### src/rtl/upcounter4bit_mod_pkg.sv
// Shared types and helpers for the modulo up-counter and its prescaler.
package counter_pkg;
  typedef enum logic {CNT_WRAP = 1'b0, CNT_SAT = 1'b1} cnt_mode_e;

  // Width of a counter spanning 0..n-1, never narrower than one bit.
  function automatic int clog2_min1(input int n);
    return ($clog2(n) < 1) ? 1 : $clog2(n);
  endfunction
endpackage

### src/rtl/upcounter4bit_mod_if.sv
// Control/status bundle between a counter and whoever drives it.
interface upcounter4bit_mod_if #(parameter int WIDTH = 4);
  logic             clear;
  logic             load;
  logic [WIDTH-1:0] load_val;
  logic             enable;
  logic [WIDTH-1:0] count;
  logic             tc;
  logic             wrap_pulse;
  logic             overflow;
  logic             load_err;

  modport master (output clear, load, load_val, enable,
                  input  count, tc, wrap_pulse, overflow, load_err);
  modport slave  (input  clear, load, load_val, enable,
                  output count, tc, wrap_pulse, overflow, load_err);
endinterface

### src/rtl/upcounter4bit_mod_tick_prescaler.sv
// Divides enabled cycles by PRESCALE; tick fires on the last enabled cycle of each group.
module tick_prescaler import counter_pkg::*; #(
  parameter int PRESCALE = 1
) (
  input  logic clk,
  input  logic reset,
  input  logic clear,
  input  logic enable,
  output logic tick
);
  if (PRESCALE == 1) begin : g_pass
    logic unused_ok;
    assign unused_ok = ^{clk, reset, clear};
    assign tick = enable;
  end else begin : g_div
    localparam int PW = clog2_min1(PRESCALE);
    localparam logic [PW-1:0] LAST = PW'(PRESCALE - 1);
    logic [PW-1:0] pre_q;

    assign tick = enable && (pre_q == LAST);

    always_ff @(posedge clk or posedge reset) begin
      if (reset)       pre_q <= '0;
      else if (clear)  pre_q <= '0;
      else if (enable) pre_q <= (pre_q == LAST) ? '0 : pre_q + 1'b1;
    end
  end
endmodule

### src/rtl/upcounter4bit_mod.sv
// Modulo up-counter with prescaled enable, load clamp, terminal count, wrap pulse and sticky overflow.
module upcounter4bit_mod import counter_pkg::*; #(
  parameter int        WIDTH    = 4,
  parameter int        MODULUS  = 16,
  parameter int        PRESCALE = 1,
  parameter cnt_mode_e MODE     = CNT_WRAP
) (
  input logic               clk,
  input logic               reset,
  upcounter4bit_mod_if.slave bus
);
  if (MODULUS < 2)              begin : g_bad_mod_lo $fatal(1, "MODULUS must be >= 2");          end
  if (MODULUS > (1 << WIDTH))   begin : g_bad_mod_hi $fatal(1, "MODULUS must be <= 2**WIDTH");   end
  if (PRESCALE < 1)             begin : g_bad_pre    $fatal(1, "PRESCALE must be >= 1");         end

  localparam logic [WIDTH-1:0] MAX_CNT = WIDTH'(MODULUS - 1);
  // One extra bit so MODULUS == 2**WIDTH is representable for the load range check.
  localparam logic [WIDTH:0]   MOD_W   = (WIDTH + 1)'(MODULUS);

  logic [WIDTH-1:0] count_q;
  logic             wrap_q, ovf_q, lerr_q;
  logic             tick, at_max;

  tick_prescaler #(.PRESCALE(PRESCALE)) u_pre (
    .clk    (clk),
    .reset  (reset),
    .clear  (bus.clear | bus.load),
    .enable (bus.enable),
    .tick   (tick)
  );

  assign at_max = (count_q == MAX_CNT);

  always_ff @(posedge clk or posedge reset) begin
    if (reset) begin
      count_q <= '0;
      wrap_q  <= 1'b0;
      ovf_q   <= 1'b0;
      lerr_q  <= 1'b0;
    end else begin
      wrap_q <= 1'b0;
      lerr_q <= 1'b0;
      if (bus.clear) begin
        count_q <= '0;
        ovf_q   <= 1'b0;
      end else if (bus.load) begin
        if ({1'b0, bus.load_val} >= MOD_W) begin
          count_q <= MAX_CNT;
          lerr_q  <= 1'b1;
        end else begin
          count_q <= bus.load_val;
        end
      end else if (tick) begin
        if (at_max) begin
          ovf_q <= 1'b1;
          if (MODE == CNT_WRAP) begin
            count_q <= '0;
            wrap_q  <= 1'b1;
          end
        end else begin
          count_q <= count_q + 1'b1;
        end
      end
    end
  end

  assign bus.count      = count_q;
  assign bus.tc         = at_max;
  assign bus.wrap_pulse = wrap_q;
  assign bus.overflow   = ovf_q;
  assign bus.load_err   = lerr_q;
endmodule

### src/flat_wrapper.sv
// flat-port wrapper written by rule: the top's interface ports become plain ports
module upcounter4bit_mod_flat import counter_pkg::*;
#(
  parameter int        WIDTH    = 4,
  parameter int        MODULUS  = 16,
  parameter int        PRESCALE = 1,
  parameter cnt_mode_e MODE     = CNT_WRAP
)
  (clk, reset, bus_clear, bus_load, bus_load_val, bus_enable, bus_count, bus_tc, bus_wrap_pulse, bus_overflow, bus_load_err);
  upcounter4bit_mod_if #(.WIDTH(WIDTH)) bus_i ();
  input logic clk;
  input logic reset;
  input wire logic [$bits(bus_i.clear)-1:0] bus_clear;
  input wire logic [$bits(bus_i.load)-1:0] bus_load;
  input wire logic [$bits(bus_i.load_val)-1:0] bus_load_val;
  input wire logic [$bits(bus_i.enable)-1:0] bus_enable;
  output wire logic [$bits(bus_i.count)-1:0] bus_count;
  output wire logic [$bits(bus_i.tc)-1:0] bus_tc;
  output wire logic [$bits(bus_i.wrap_pulse)-1:0] bus_wrap_pulse;
  output wire logic [$bits(bus_i.overflow)-1:0] bus_overflow;
  output wire logic [$bits(bus_i.load_err)-1:0] bus_load_err;
  assign bus_i.clear = bus_clear;
  assign bus_i.load = bus_load;
  assign bus_i.load_val = bus_load_val;
  assign bus_i.enable = bus_enable;
  assign bus_count = bus_i.count;
  assign bus_tc = bus_i.tc;
  assign bus_wrap_pulse = bus_i.wrap_pulse;
  assign bus_overflow = bus_i.overflow;
  assign bus_load_err = bus_i.load_err;
  upcounter4bit_mod #(.WIDTH(WIDTH), .MODULUS(MODULUS), .PRESCALE(PRESCALE), .MODE(MODE)) u_core (.clk(clk), .reset(reset), .bus(bus_i));
endmodule
### config.mk
export PLATFORM = sky130hd
export DESIGN_NAME = upcounter4bit_mod_flat
export DESIGN_NICKNAME = d
export VERILOG_FILES = /design/src/rtl/upcounter4bit_mod_pkg.sv /design/src/rtl/upcounter4bit_mod_if.sv /design/src/rtl/upcounter4bit_mod_tick_prescaler.sv /design/src/rtl/upcounter4bit_mod.sv /design/src/flat_wrapper.sv
export SDC_FILE = /design/constraint.sdc
export NUM_CORES = 1
export LEC_CHECK = 0
export CAP_MARGIN = 5
export CORE_AREA = 2 2 39 41
export CTS_BUF_LIST = sky130_fd_sc_hd__clkbuf_8
export CTS_CLUSTER_SIZE = 16
export DETAILED_ROUTE_END_ITERATION = 10
export DIE_AREA = 0 0 41 43
export HOLD_SLACK_MARGIN = 0.03
export SYNTH_ARGS = -nofsm -noshare
export SYNTH_HDL_FRONTEND = slang
export SYNTH_HIERARCHICAL = 1
export SYNTH_SLANG_ARGS = --single-unit
### constraint.sdc
create_clock -name clk -period 2.8 [get_ports clk]
set_input_delay 0.42 -clock clk [delete_from_list [all_inputs] [get_ports clk]]
set_output_delay 0.42 -clock clk [all_outputs]
set_load 0.02 [all_outputs]
==> summary.txt <==
Route
  • DRT antenna net count: 0
  • WL final: between 800 and 900 microns
  • DR vias: 336
  • Drt via density: 4.732
  • First DRT Iteration DRCs: 17
  • DR pass1 iterations: 4
  • Routed len/inst: 11.58 microns
  • DR DRC count: 0

Synth
  • Post-Syn Area per Cell: 9.528 sq um
  • Yosys warning count: 6
  • Ys async rst share: 100.0%
  • Seq cells post-synth: 6
  • Post-synth top flop: dfrtp_1
  • Post-Syn Instances: 39
  • Synthesized cell area: about 370 sq um
  • Net Count, Synth: between 40 and 50
  • Sequential share of the synthesized area: 40.40%
  • Post-synthesis cell type count: 23
  • Post-synth EDFFs: 0

Cells and area
  • Post-layout util: 41.05%
  • Most frequent cells in the layout: clkdlybuf4s50_1, dfrtp_1, nand2_1
  • Share of layout cells above drive strength 1: 18.18%
  • Nets: 67
  • Commonest non-fill, non-tap cell in the layout: clkdlybuf4s50_1
  • Area Growth Syn to Fin: 52.86%
  • Final antenna diode count: 0

Die
  • Die area: 1763 sq um
  • Site row count: 14
  • Top Ports: 17
  • Core area: 1384 sq um
  • Die width: 41 microns
  • Starting Density: 26.85%
  • Die Ht: 43 microns

Critical path
  • Critical path type: reg2out
  • Type of origin of the critical path: register
  • Worst path cell trace: ha_1 -> and3_4 -> clkdlybuf4s50_1
  • Worst Path Arrival: 1.65 ns
  • Critical Path Slowest Stage Cell: clkdlybuf4s50_1
  • CP max FO: 6
  • CP required: 2.38 ns
  • Critical path buffer and inverter count: 1
  • Family with the most delay on the worst path: buffers and inverters
  • Crit. Startpoint: u_core/bus.count[0]
  • Reg2reg start: u_core/bus.count[0]
  • Max incr delay on CP: ~0.60 ns
  • CP Capture Type: output port

Power
  • Pwr Density: 489.9 nW/um^2
  • Logic pwr share: a little under a fifth
  • Total power: 278.3 uW
  • Clk network pwr share: 45.8%
  • Internal: 212.1 uW
  • Switching Fraction: 23.77%
  • IR Drop Worst-Case VDD: 0.2794 mV
  • Leakage: 0.2431 nW
  • Sequential power share: 35.3%
  • Net Sw Power: 66.15 uW

Placement
  • PortBufs: 15
  • Routability Congestion: between 0.7 and 0.8
  • Dpl hpwl: 628 microns

Clock tree
  • Clock Path Buffers: 2
  • Total CTS buffers: 3
  • Setup bufs post-CTS: 0
  • Clock Latency Late Sink: 0.22 ns
  • Post_cts resized: 0
  • Sink Count: 6
  • H-tree depth: 1
  • CTS tree: built
  • Cts hold-fix bufs: 0
  • Worst-path clk slew: approximately 0.04 ns
  • Clk root buf: clkbuf_8

Timing
  • Final setup fails: 0
  • Setup TNS Final: 0 ns
  • Fin crit share: 73.94%
  • Final hold violations: 0
  • Max Slew Vio Count: 0
  • RSZ-0062 raised after global routing: false
  • Tmin final: 2.070 ns
  • Hold Slack: 0.4137 ns
  • Maximum clock rate: 0.4830 GHz
  • Clock skew: about 0.0024 ns

Global routing
  • Initial antenna violation count: 0
  • Largest net degree at the start of global routing: 9
  • First-pass GRT wire length: 1.490 mm
  • Number of global-route vias before repair: 350
  • GRT Overall Usage: about 13%
  • Grt total ovfl: 0

Hold path
  • Hold Crit Class: in2async

Run status
  • Outcome: finished, final reports clean

Flow run
  • Max-cap violation count: 0
-- Yosys cell counts, types with 2 or more instances --
library cell | n | share of area [%]
nor2b_1 | 2 | 3.4
nand2_1 | 4 | 4.0
buf_4 | 2 | 4.0
a31oi_1 | 2 | 3.4
a21oi_1 | 2 | 2.7
dfrtp_1 | 6 | 40
inv_1 | 3 | 3.0
nor2_1 | 3 | 3.0
-- kinds of logic (layout without fill, tap and decap cells) --
logic type               count (synthesis)  count (layout)  share of synthesized area, %
AO/OA/AOI/OAI                           10              10                         22.22
adder cells (fa/ha/maj)                  1               1                         3.366
AND/OR/NAND/NOR                         13              13                         19.53
XOR/XNOR                                 1               1                         2.357
other                                    1               1                         1.009
multiplexers                             1               1                         3.030
buffers and inverters                    6              22                         8.078
flip-flops                               6               6                         40.40
-- power by group through the flow --
stage	combinational (mW)	clock (mW)	sequential, mW
2_1_floorplan	0.0231	0	0.104
3_3_place_gp	0.0537	0	0.0990
3_5_place_dp	0.0532	0	0.0992
4_1_cts	0.0535	0.132	0.0981
5_1_grt	0.0586	0.138	0.0991
6_report	0.0528	0.127	0.0981
-- area by class of cell --
type | count | area, sq um
Clock buffer | 3 | 41.29
Timing Repair Buffer | 15 | 150.1
Tap cell | 16 | 20.02
Fill cell | 152 | 815.8
Multi-Input combinational cell | 27 | 191.4
Inverter | 4 | 15.01
Sequential cell | 6 | 150.1
-- routing by layer --
| metal | routed length, microns | part of all wire (%) | vias to the layer above | global-route usage, % |
|---|---|---|---|---|
| met2 | 388 | 47 | 19 | 15.94 |
| met5 | 0 | 0 | - | 0 |
| met1 | 340 | 41 | 145 | 17.76 |
| met3 | 79 | 9.6 | 2 | 5.236 |
| met4 | 13 | 1.6 | 0 | 8.000 |
| li1 | - | - | 170 | - |
-- state kept, by name (all words and copies together) (netlist names) --
name                   count
u_core/bus.count           4
u_core/bus.wrap_pulse      1
u_core/bus.overflow        1
-- metrics by stage --
step | worst slack [ns] | cell area, sq um | instances
finish | 0.7297 | 568.0 | 71
global route | 0.6637 | 568.0 | 71
CTS | 0.7276 | 568.0 | 71
detailed placement | 0.9635 | 526.8 | 68
global placement | 0.9874 | 526.8 | 68
floorplan | 1.257 | 371.6 | 39
-- worst paths after layout --
check	endpoint	cells past startpoint	slack, ns
setup / recovery	bus_tc	3	0.73
hold / removal	u_core/bus.count[2]	2	0.41
setup reg to reg	u_core/bus.count[0]	4	1.29
hold reg to reg	u_core/bus.overflow	2	0.50
max in group asynchronous	u_core/bus.count[0]	2	2.19
min in group clk	u_core/bus.overflow	2	0.50
(Power assumes the default switching activity.)
